===== src/rtl/pipeline_ctrl_pkg.sv =====
// Shared types for the pipeline stall/flush controller.
// Holds the controller state encoding and the hard-wired zero register index.
package pipeline_ctrl_pkg;

   typedef enum logic [1:0] {
      IDLE     = 2'd0,
      RUN      = 2'd1,
      MEM_WAIT = 2'd2,
      HALT     = 2'd3
   } ctrl_state_t;

   // Register 0 reads as zero, so a load into it never creates a real dependency.
   localparam int REG_ZERO = 0;

endpackage


===== src/rtl/pipeline_stall_ctrl_hazard_detect.sv =====
// Load-use hazard compare between the load in EX and the source operands in ID.
// Purely combinational; the result is used in the same cycle.
module hazard_detect
   import pipeline_ctrl_pkg::*;
#(
   parameter int REG_AW = 5
) (
   input  logic              memread,
   input  logic [REG_AW-1:0] ex_rt,
   input  logic [REG_AW-1:0] id_rs,
   input  logic [REG_AW-1:0] id_rt,
   output logic              hazard
);

   assign hazard = memread && (ex_rt != REG_AW'(REG_ZERO)) &&
                   ((ex_rt == id_rs) || (ex_rt == id_rt));

endmodule


===== src/rtl/pipeline_stall_ctrl.sv =====
// Stall/flush controller: load-use bubble, ID flush, dcache wait freeze and hang watchdog.
// Optional perf counters are built when STALL_PERF_CNT_EN is defined; otherwise they read 0.
module pipeline_stall_ctrl
   import pipeline_ctrl_pkg::*;
#(
   parameter int REG_AW      = 5,
   parameter int MEM_TIMEOUT = 255,
   parameter int CNT_W       = 32
) (
   input  logic              clk_i,
   input  logic              rst_i,
   input  logic              start_i,
   input  logic              id_ex_memread_i,
   input  logic [REG_AW-1:0] id_ex_rt_i,
   input  logic [REG_AW-1:0] if_id_rs_i,
   input  logic [REG_AW-1:0] if_id_rt_i,
   input  logic              branch_taken_i,
   input  logic              jump_i,
   input  logic              mem_req_i,
   input  logic              mem_ack_i,
   output logic              pc_stall_o,
   output logic              pc_enable_o,
   output logic              if_id_write_o,
   output logic              if_id_flush_o,
   output logic              id_ex_bubble_o,
   output logic              pipe_freeze_o,
   output logic              mem_timeout_o,
   output logic [CNT_W-1:0]  lu_cnt_o,
   output logic [CNT_W-1:0]  mem_cnt_o,
   output logic [CNT_W-1:0]  flush_cnt_o
);

   localparam int WAIT_W = $clog2(MEM_TIMEOUT + 1);

   ctrl_state_t       state, state_nxt;
   logic [WAIT_W-1:0] wait_cnt;
   logic              load_use;
   logic              trip;

   hazard_detect #(.REG_AW(REG_AW)) u_hazard (
      .memread (id_ex_memread_i),
      .ex_rt   (id_ex_rt_i),
      .id_rs   (if_id_rs_i),
      .id_rt   (if_id_rt_i),
      .hazard  (load_use)
   );

   always_ff @(posedge clk_i or negedge rst_i) begin
      if (!rst_i) begin
         state         <= IDLE;
         wait_cnt      <= '0;
         mem_timeout_o <= 1'b0;
      end else begin
         state <= state_nxt;
         if (state == MEM_WAIT && !mem_ack_i && !trip)
            wait_cnt <= wait_cnt + 1'b1;
         else
            wait_cnt <= '0;
         if (trip)
            mem_timeout_o <= 1'b1;
      end
   end

   always_comb begin
      state_nxt      = state;
      trip           = 1'b0;
      pc_stall_o     = 1'b0;
      pc_enable_o    = 1'b0;
      if_id_write_o  = 1'b0;
      if_id_flush_o  = 1'b0;
      id_ex_bubble_o = 1'b0;
      pipe_freeze_o  = 1'b0;
      case (state)
         IDLE: begin
            if (start_i)
               state_nxt = RUN;
         end
         RUN: begin
            pc_enable_o   = 1'b1;
            if_id_write_o = 1'b1;
            if (mem_req_i && !mem_ack_i) begin
               pipe_freeze_o = 1'b1;
               pc_stall_o    = 1'b1;
               if_id_write_o = 1'b0;
               state_nxt     = MEM_WAIT;
            end else begin
               // A load-use stall wins over a flush; the branch re-resolves next cycle.
               if (load_use) begin
                  pc_stall_o     = 1'b1;
                  if_id_write_o  = 1'b0;
                  id_ex_bubble_o = 1'b1;
               end else if (branch_taken_i || jump_i) begin
                  if_id_flush_o = 1'b1;
               end
               if (!start_i)
                  state_nxt = IDLE;
            end
         end
         MEM_WAIT: begin
            pc_enable_o = 1'b1;
            if (mem_ack_i) begin
               if_id_write_o = 1'b1;
               state_nxt     = RUN;
            end else begin
               pipe_freeze_o = 1'b1;
               pc_stall_o    = 1'b1;
               if (wait_cnt == WAIT_W'(MEM_TIMEOUT - 1)) begin
                  trip      = 1'b1;
                  state_nxt = HALT;
               end
            end
         end
         HALT: begin
            pipe_freeze_o = 1'b1;
            pc_stall_o    = 1'b1;
         end
         default: state_nxt = IDLE;
      endcase
   end

`ifdef STALL_PERF_CNT_EN
   logic lu_evt, mem_evt, flush_evt;

   assign lu_evt    = id_ex_bubble_o;
   assign mem_evt   = pipe_freeze_o && (state != HALT);
   assign flush_evt = if_id_flush_o;

   // Counters saturate rather than wrap so long runs never under-report.
   always_ff @(posedge clk_i or negedge rst_i) begin
      if (!rst_i) begin
         lu_cnt_o    <= '0;
         mem_cnt_o   <= '0;
         flush_cnt_o <= '0;
      end else begin
         if (lu_evt && (lu_cnt_o != '1))
            lu_cnt_o <= lu_cnt_o + 1'b1;
         if (mem_evt && (mem_cnt_o != '1))
            mem_cnt_o <= mem_cnt_o + 1'b1;
         if (flush_evt && (flush_cnt_o != '1))
            flush_cnt_o <= flush_cnt_o + 1'b1;
      end
   end
`else
   assign lu_cnt_o    = '0;
   assign mem_cnt_o   = '0;
   assign flush_cnt_o = '0;
`endif

endmodule


===== config.mk =====
export PLATFORM = sky130hd
export DESIGN_NAME = pipeline_stall_ctrl
export DESIGN_NICKNAME = d
export VERILOG_FILES = /design/src/rtl/pipeline_ctrl_pkg.sv /design/src/rtl/pipeline_stall_ctrl_hazard_detect.sv /design/src/rtl/pipeline_stall_ctrl.sv
export SDC_FILE = /design/constraint.sdc
export NUM_CORES = 1
export LEC_CHECK = 0
export BUFFER_PORTS_ARGS = -buffer_cell sky130_fd_sc_hd__clkbuf_2
export CORE_MARGIN = 8
export CORE_UTILIZATION = 25
export DETAILED_ROUTE_END_ITERATION = 8
export SLEW_MARGIN = 20
export SYNTH_ARGS = -nofsm -noshare
export SYNTH_HDL_FRONTEND = slang
export SYNTH_HIERARCHICAL = 1
export SYNTH_SLANG_ARGS = --single-unit

===== constraint.sdc =====
create_clock -name clk_i -period 3.03 [get_ports clk_i]
set_input_delay 0.7575 -clock clk_i [delete_from_list [all_inputs] [get_ports clk_i]]
set_output_delay 0.7575 -clock clk_i [all_outputs]
set_load 0.01 [all_outputs]

After elaboration in Yosys (flattened, before gate mapping)

Cells that the tools add are included.

Register bits after elaboration: 11
Bits of input ports: 23
Output and inout bits: 103
Logic and storage cells: 54

Add/subtract/negate cells: 1
Eq/ne operators: 9
Multiplexer cells: 27
Reduce and logical (&&, ||, !) cells: 14

Operators by type and width:

| cell                                                                    | count |
|---|---|
| 1-bit two-way mux                                                       | 17 |
| 5-bit == test                                                           | 2 |
| 2-bit two-way mux                                                       | 5 |
| 8-bit by 1-bit adder with 8-bit output, second input constant           | 1 |
| 8-bit == test, second input constant                                    | 1 |
| 8-bit two-way mux                                                       | 1 |
| 1-bit one-hot mux with 3 select lines                                   | 2 |
| 2-bit one-hot mux with 3 select lines                                   | 1 |
| 1-bit logical AND                                                       | 5 |
| 5-bit nonzero test                                                      | 1 |
| 2-bit == test, second input constant                                    | 2 |
| 4-bit AND reduction                                                     | 1 |
| 3-bit by 2-bit inequality test with 1-bit output, second input constant | 1 |
| 3-bit inequality test, second input constant                            | 1 |
| 3-bit nonzero test                                                      | 1 |
| 2-bit by 1-bit == test with 1-bit output, second input constant         | 1 |
| 1-bit zero test                                                         | 2 |
| 2-bit zero test                                                         | 1 |
| 1-bit logical OR                                                        | 2 |
| 2-bit inequality test, second input constant                            | 1 |
| 1-bit one-hot mux with 2 select lines                                   | 1 |
| 2-bit OR reduction                                                      | 1 |

Depth between registers and ports, before layout

Gate-level depths: netlist (run 1).

Depth in word-level cells: 7
Depth in mapped cells: 6
Gate-level depth less buffers: 6

By module

Netlist (run 1), hierarchy kept.

By module, submodules not included:

| module              | instances | cells an instance | area an instance (um^2) | seq. area each (um^2) |
|---|---|---|---|---|
| pipeline_stall_ctrl | 1         | 170               | 1425.1                  | 275.3 |
| hazard_detect       | 1         | 17                | 125.1                   | 0.0 |

Worst setup path after synthesis (run 1)

OpenSTA, ideal clock, no wires.

Kind: input -> output
From: input id_ex_rt_i[1]
To: output if_id_flush_o
Arrival: 1.776 ns
Data required time: 2.273 ns
Slack: 0.497 ns
Cell stages on the path: 4
Path buffers: 0
Path through: or4_1 -> o21ai_1 -> a21oi_1 -> nor3_1

Cells in the longest elaborated chain, start to end: 6
Elaborated cells between the ends (all ways): 9
Those cells by class: 2 x eq/ne; 3 x mux; 4 x reduce/logical

Ends and longest elaborated chain:

| element                                                      | RTL line                                                                         | text |
|---|---|---|
| start: declaration                                           | pipeline_stall_ctrl.sv:14                                                        | `input logic [REG_AW-1:0] id_ex_rt_i,` |
| 5-bit == test / 5-bit nonzero test (equally long branches)   | pipeline_stall_ctrl_hazard_detect.sv:16, pipeline_stall_ctrl_hazard_detect.sv:15 |  |
| 1-bit logical OR / 1-bit logical AND (equally long branches) | pipeline_stall_ctrl_hazard_detect.sv:16, pipeline_stall_ctrl_hazard_detect.sv:15 |  |
| 1-bit logical AND (*)                                        | pipeline_stall_ctrl_hazard_detect.sv:15                                          | `assign hazard = memread && (ex_rt != REG_AW'(REG_ZERO)) &&` |
| named net load_use                                           | pipeline_stall_ctrl.sv:37                                                        | `logic load_use;` |
| 1-bit two-way mux (*)                                        | pipeline_stall_ctrl.sv:88                                                        | `if (load_use) begin` |
| 1-bit two-way mux (*)                                        | pipeline_stall_ctrl.sv:81                                                        | `if (mem_req_i && !mem_ack_i) begin` |
| 1-bit two-way mux (*)                                        | pipeline_stall_ctrl.sv:73                                                        | `case (state)` |
| end: declaration                                             | pipeline_stall_ctrl.sv:24                                                        | `output logic if_id_flush_o,` |

The timed path passes the listed nets; every way through them passes the cells marked *.

Worst setup path after layout (run 1)

From: input id_ex_rt_i[0]
To: output if_id_write_o

Cells in the longest elaborated chain, start to end: 6
Elaborated cells between the ends (all ways): 9
Those cells by class: 2 x eq/ne; 3 x mux; 4 x reduce/logical

Ends and longest elaborated chain:

| element                                                      | RTL line                                                                         | text |
|---|---|---|
| 5-bit == test / 5-bit nonzero test (equally long branches)   | pipeline_stall_ctrl_hazard_detect.sv:16, pipeline_stall_ctrl_hazard_detect.sv:15 |  |
| 1-bit logical OR / 1-bit logical AND (equally long branches) | pipeline_stall_ctrl_hazard_detect.sv:16, pipeline_stall_ctrl_hazard_detect.sv:15 |  |
| 1-bit logical AND (*)                                        | pipeline_stall_ctrl_hazard_detect.sv:15                                          |  |
| named net load_use                                           | pipeline_stall_ctrl.sv:37                                                        |  |
| 1-bit two-way mux (*)                                        | pipeline_stall_ctrl.sv:88                                                        |  |
| 1-bit two-way mux (*)                                        | pipeline_stall_ctrl.sv:81                                                        |  |
| 1-bit one-hot mux with 2 select lines (*)                    | pipeline_stall_ctrl.sv:73                                                        |  |
| end: declaration                                             | pipeline_stall_ctrl.sv:23                                                        | `output logic if_id_write_o,` |

Marked as above.

==> results of run 1 <==
[path summary, 6_finish.rpt]
| kind | from | to | slack (ps) | cells past startpoint |
|---|---|---|---|---|
| min reg2reg | mem_timeout_o | mem_timeout_o | 470 | 2 |
| max | id_ex_rt_i[0] | if_id_write_o | 180 | 8 |
| max in group asynchronous | rst_i | wait_cnt[0] | 2420 | 1 |
| max reg2reg | state[0] | state[1] | 1510 | 6 |
| min | rst_i | wait_cnt[5] | 390 | 1 |
| min in group clk_i | mem_timeout_o | mem_timeout_o | 470 | 2 |
[worst reg2reg max path: cells and delay by family (launching register included)]
| kind | cells | cell delay, ps |
|---|---|---|
| fa+ha+maj | 1 | 210 |
| compound gates | 2 | 350 |
| mux | 1 | 200 |
| flops | 1 | 410 |
| buf+inv | 1 | 150 |
| simple gates | 1 | 120 |
[metal layers]
layer / vias up / track usage / share of wire
li1: 470 / - / -
met1: 438 / 0.0611 / 0.36
met2: 75 / 0.108 / 0.50
met3: 2 / 0.0143 / 0.12
met4: 0 / 0.0312 / 0.017
met5: - / 0 / 0
[metrics by stage]
step | hold slack, ps | power, mW | instances | instance area (sq um) | setup slack (ps)
global route | 410 | 0.695 | 294 | 1470 | 52.8
detailed placement | 469 | 0.500 | 290 | 1430 | 163
floorplan | 462 | 0.501 | 282 | 1910 | 497
CTS | 395 | 0.648 | 294 | 1470 | 153
finish | 388 | 0.640 | 294 | 1470 | 183
global placement | 451 | 0.495 | 290 | 1430 | 184
[Yosys cell counts, drive strengths merged]
cell type  instances  area [sq um]
ha                 8           100
xnor2              6          52.6
nor3               5          25.0
and3               1          6.26
mux2i              2          20.0
a21oi              7          35.0
or3                2          12.5
a31oi              2          12.5
nand2              6          22.5
xor2               7          61.3
o21ai              4          20.0
nand2b             2          12.5
o21bai             1          18.8
nand3              5          25.0
dfrtp             11           275
nand4              2          27.5
o211ai             1          21.3
conb               1          3.75
nor2               9          33.8
or4                1          7.51
o31ai              1          7.51
buf               96           721
inv                6          22.5
and2               1          6.26
[report_power, final]
part	switching [mW]	internal, mW	leakage, nW
Clock	0.0515	0.0920	0.0228
Combinational	0.204	0.115	0.638
Sequential	0.0147	0.162	0.146
[state kept, by name, indices dropped and copies added (netlist names)]
name	cells
wait_cnt	8
mem_timeout_o	1
state	2
[cell families (layout without fill, tap and decap cells)]
logic type	count (synthesis)	count (layout)
buf+inv	102	39
simple gates	34	34
compound gates	16	16
xor+xnor	13	13
flops	11	11
fa+ha+maj	8	8
mux	2	2
other cells	1	96
[final cells by class]
| class | instances | area [sq um] | share of cell area |
|---|---|---|---|
| multi-input cells | 169 | 888 | 0.604 |
| flip-flops and latches | 11 | 275 | 0.187 |
| repair buffers | 29 | 145 | 0.0987 |
| well taps | 75 | 93.8 | 0.0638 |
| clock buffers | 4 | 45.0 | 0.0306 |
| inverters | 6 | 22.5 | 0.0153 |
==> key figures, run 1 <==
Die
  • Full die area: 8980 sq um
  • Initial cell density of the core: 0.260
  • Row cnt: 28
  • Total core area: about 6000 sq um
  • Die Wd: 94.7 um
  • Die H: 94.7 um
  • Number of I/O pins: 126

Finish
  • Layout cells sized above 1: 0.160
  • Ant diodes: 0
  • Commonest cells after routing, fill and taps aside: conb_1 (96), clkbuf_2 (29), dfrtp_1 (11)
  • P&R area growth vs syn: -5.17%
  • Post-layout util: 0.247
  • Final #Nets: 251
  • Fillers: 673
  • Commonest non-fill, non-tap cell in the layout: conb_1

Synthesis
  • Simple-gate share of the synthesized area: 0.115
  • Compound-gate portion of the synthesized area: 0.0743
  • Largest family of logic cells by synthesized area: buffers and inverters
  • Mapped Area: between 1500 and 2000 sq um
  • Cell variety after synth: 26
  • Post-Synth Adder-Cell Area: 0.0646
  • Syn Area/Cell: 8.29 sq um
  • #FFs+latches synth: 11
  • Mux share of post-synthesis cell area: 0.0129
  • Post-synthesis sequential area ratio: 0.178
  • Synth Warn #: 6
  • Syn Inst Count: 187
  • Synth Area in XOR/XNOR: 0.0734

Critical path
  • Buf/Inv on CP: 2
  • Critical path required time: 2270 ps
  • Crit end category: output pin
  • Cell family contributing the most delay on the critical path: compound AO/OA/AOI/OAI gates
  • Most frequent CP cell: clkbuf_2
  • Crit-path cells: clkbuf_2 > xor2_1 > nor3_1 > nand3_1 > a21oi_1 > o21ai_0 > and2_1 > clkbuf_2
  • CP arrival: 2090 ps
  • CP Class: in2out
  • Slowest Stage Delay on Critical Path: 340 ps
  • Crit path launch type: primary input
  • Worst Path Max Fanout: 4
  • CP max stage cell: a21oi_1

Global routing
  • GRT Residual Overflow: 0
  • Total track usage: 0.0590
  • First-pass GRT wire length: 4370 um
  • Largest net degree at the start of global routing: 12
  • Vias in the first global route: around 1100
  • Initial antenna violation count: 0

STA
  • Setup violators final: 0
  • Final Critical Period: ~2800 ps
  • Tcrit/Tclk final: 0.940
  • Fmax: 0.351 GHz
  • Final Max Tran Viols: 0
  • Final hold viol count: 0
  • Setup TNS: 0 ps
  • Post-route clock skew: 4.19 ps
  • RSZ-0062 raised after global routing: no

Clock tree
  • Hold-fix buffers, CTS: 0
  • Post_cts resized: 0
  • CTS tree: built
  • Clock latency at the later pin of the worst-skew pair: 240 ps
  • CTS max path bufs: 2
  • H-tree Lvls: 1
  • Clock Sinks: 11
  • Clk root buf: clkbuf_8
  • CTS clock-pin slew for the worst setup and hold paths: roughly 50 ps
  • Post-CTS setup buffer count: 0
  • Total CTS buffers: 3

Drt
  • DR vias: between 900 and 1000
  • Routed Antenna Nets: 0
  • Drt wl/cell: just under 10 um
  • Avg Vias per Cell: 3.35
  • DRC Markers: 0
  • Initial DRC Count: 47
  • Final WL: between 2000 and 3000 um
  • First-pass DRT Iterations: 4

Flow run
  • Maximum Capacitance Violations: 0

Min path
  • HP Class: in2async

Placement
  • Port Buffers: 29
  • Gpl congestion: ~0.75
  • Detailed Place HPWL: 2650 um

Status
  • Status: complete, no violations

Power
  • Power per Cell Area: 435 nW/um^2
  • Leakage power total: 0.806 nW
  • VDD IR-drop max: about 0.00013 V
No activity file was read; power rests on OpenSTA's default activity.
==> run 2: changes to the inputs <==
CTS_BUF_LIST = sky130_fd_sc_hd__clkbuf_8 sky130_fd_sc_hd__clkbuf_16   (was not set)
==> run 2 against run 1 <==
  * Clock-buffer cell count down 1
  * Highest routed layer unchanged
  * Clock power about the same
  * Sequential power barely moved
  * Total power fell by 0.54%
  * Sequential cell count did not move
  * Largest power group unchanged
  * Utilization stayed put
==> key figures, run 2 (synthesis gave the netlist of run 1 again) <==
Status
  • Status: complete, no violations

Finish
  • Ant diodes: 0
  • Commonest non-fill, non-tap cell in the layout: conb_1
  • P&R area growth vs syn: -5.17%
  • Final #Nets: 251
  • Layout cells sized above 1: 0.160
  • Fillers: 673
  • Top reg by flops: wait_cnt
  • Biggest regs: wait_cnt x8, state x2, mem_timeout_o x1
  • Commonest cells after routing, fill and taps aside: conb_1 (96), clkbuf_2 (29), dfrtp_1 (11)
  • Largest register FFs: 8

Power
  • VDD IR-drop max: 0.000125 V
  • Leakage power total: 0.811 nW
  • Power per Cell Area: 433 nW/um^2

Placement
  • Port Buffers: 29
  • Gpl congestion: roughly 0.75
  • Detailed Place HPWL: 2650 um

Clock tree
  • Hold-fix buffers, CTS: 0
  • CTS clock-pin slew for the worst setup and hold paths: about 50 ps
  • Clock latency at the later pin of the worst-skew pair: about 240 ps
  • CTS max path bufs: 2
  • Clock Sinks: 11
  • Clk root buf: clkbuf_8
  • Post-CTS setup buffer count: 0
  • H-tree Lvls: 1
  • Total CTS buffers: 3
  • Post_cts resized: 0
  • CTS tree: built

STA
  • Post-route clock skew: 4.49 ps
  • Setup violators final: 0
  • WHS: 388 ps
  • Final hold viol count: 0
  • Final Max Tran Viols: 0
  • RSZ-0062 raised after global routing: no
  • Fmax: 0.351 GHz
  • Tcrit/Tclk final: 0.940
  • Final Critical Period: 2850 ps
  • Setup TNS: 0 ps

Global routing
  • GR Util met2: 0.108
  • First-pass GRT wire length: 4370 um
  • GRT Residual Overflow: 0
  • Global routing usage on met3: 0.0143
  • Total track usage: 0.0590
  • Vias in the first global route: 1052
  • Largest net degree at the start of global routing: 12
  • Initial antenna violation count: 0
  • GR Layer Usage met1: 0.0611
  • Busiest grt layer: met2

Critical path
  • Crit end category: output pin
  • Most frequent CP cell: clkbuf_2
  • CP Class: in2out
  • Slowest Stage Delay on Critical Path: 340 ps
  • Critical path required time: between 2000 and 2500 ps
  • Crit path launch type: primary input
  • CP max stage cell: a21oi_1
  • CP arrival: 2090 ps
  • R2R depth: 6
  • Crit-path cells: clkbuf_2 > xor2_1 > nor3_1 > nand3_1 > a21oi_1 > o21ai_0 > and2_1 > clkbuf_2
  • Worst Path Max Fanout: 4

Die
  • Die Wd: 94.7 um
  • Die H: 94.7 um
  • Initial cell density of the core: 0.260
  • Total core area: roughly 6000 sq um
  • Number of I/O pins: 126
  • Full die area: around 9000 sq um
  • Row cnt: 28

Drt
  • Final WL: 2870 um
  • Routed Antenna Nets: 0
  • Avg Vias per Cell: approximately 3.4
  • DRC Markers: 0
  • Initial DRC Count: 47
  • DR vias: 985
  • First-pass DRT Iterations: 4
  • Drt wl/cell: approximately 9.8 um

Min path
  • HP Class: in2async

Flow run
  • Maximum Capacitance Violations: 0
## run 2: path summary, 6_finish.rpt
path                                     from            end  slack (ps)
worst max-delay path            id_ex_rt_i[0]  if_id_write_o         180
worst min-delay path                    rst_i    wait_cnt[5]         390
worst max register to register       state[0]       state[1]        1510
worst min register to register  mem_timeout_o  mem_timeout_o         470
max in group asynchronous               rst_i    wait_cnt[0]        2420
min in group clk_i              mem_timeout_o  mem_timeout_o         470
## run 2: area by class of cell
type                            count  area, sq um  share of cell area
Clock buffer                        3         41.3              0.0281
Clock inverter                      1         3.75             0.00255
Inverter                            6         22.5              0.0153
Multi-Input combinational cell    169          888               0.604
Sequential cell                    11          275               0.187
Tap cell                           75         93.8              0.0638
Timing Repair Buffer               29          145              0.0987
## run 2: through the flow
step / util / worst slack (ps) / std cells / cell area, sq um / power [mW]
after detailed placement: 0.239 / 163 / 290 / 1430 / 0.500
final: 0.247 / 183 / 294 / 1470 / 0.636
after floorplan: - / 497 / 282 / 1910 / 0.501
after global routing: 0.247 / 52.8 / 294 / 1470 / 0.691
after CTS: 0.247 / 153 / 294 / 1470 / 0.645
after global placement: 0.239 / 184 / 290 / 1430 / 0.495
## run 2: critical path, delay by kind of cell
| kind | cells | cell delay (ps) |
|---|---|---|
| buffers and inverters | 2 | 230 |
| AOI/OAI and AO/OA | 2 | 480 |
| xor gates and xnor gates | 1 | 160 |
| and+or+nand+nor | 3 | 460 |
## run 2: power breakdown
group	leakage (nW)	internal (mW)	total [mW]	switching [mW]
sequential	0.146	0.162	0.177	0.0147
combinational	0.638	0.115	0.319	0.204
clock	0.0269	0.0886	0.140	0.0514
## run 2: layer usage
layer / up-vias / share of wire
li1: 470 / -
met3: 2 / 0.12
met5: - / 0
met4: 0 / 0.017
met2: 75 / 0.50
met1: 438 / 0.36
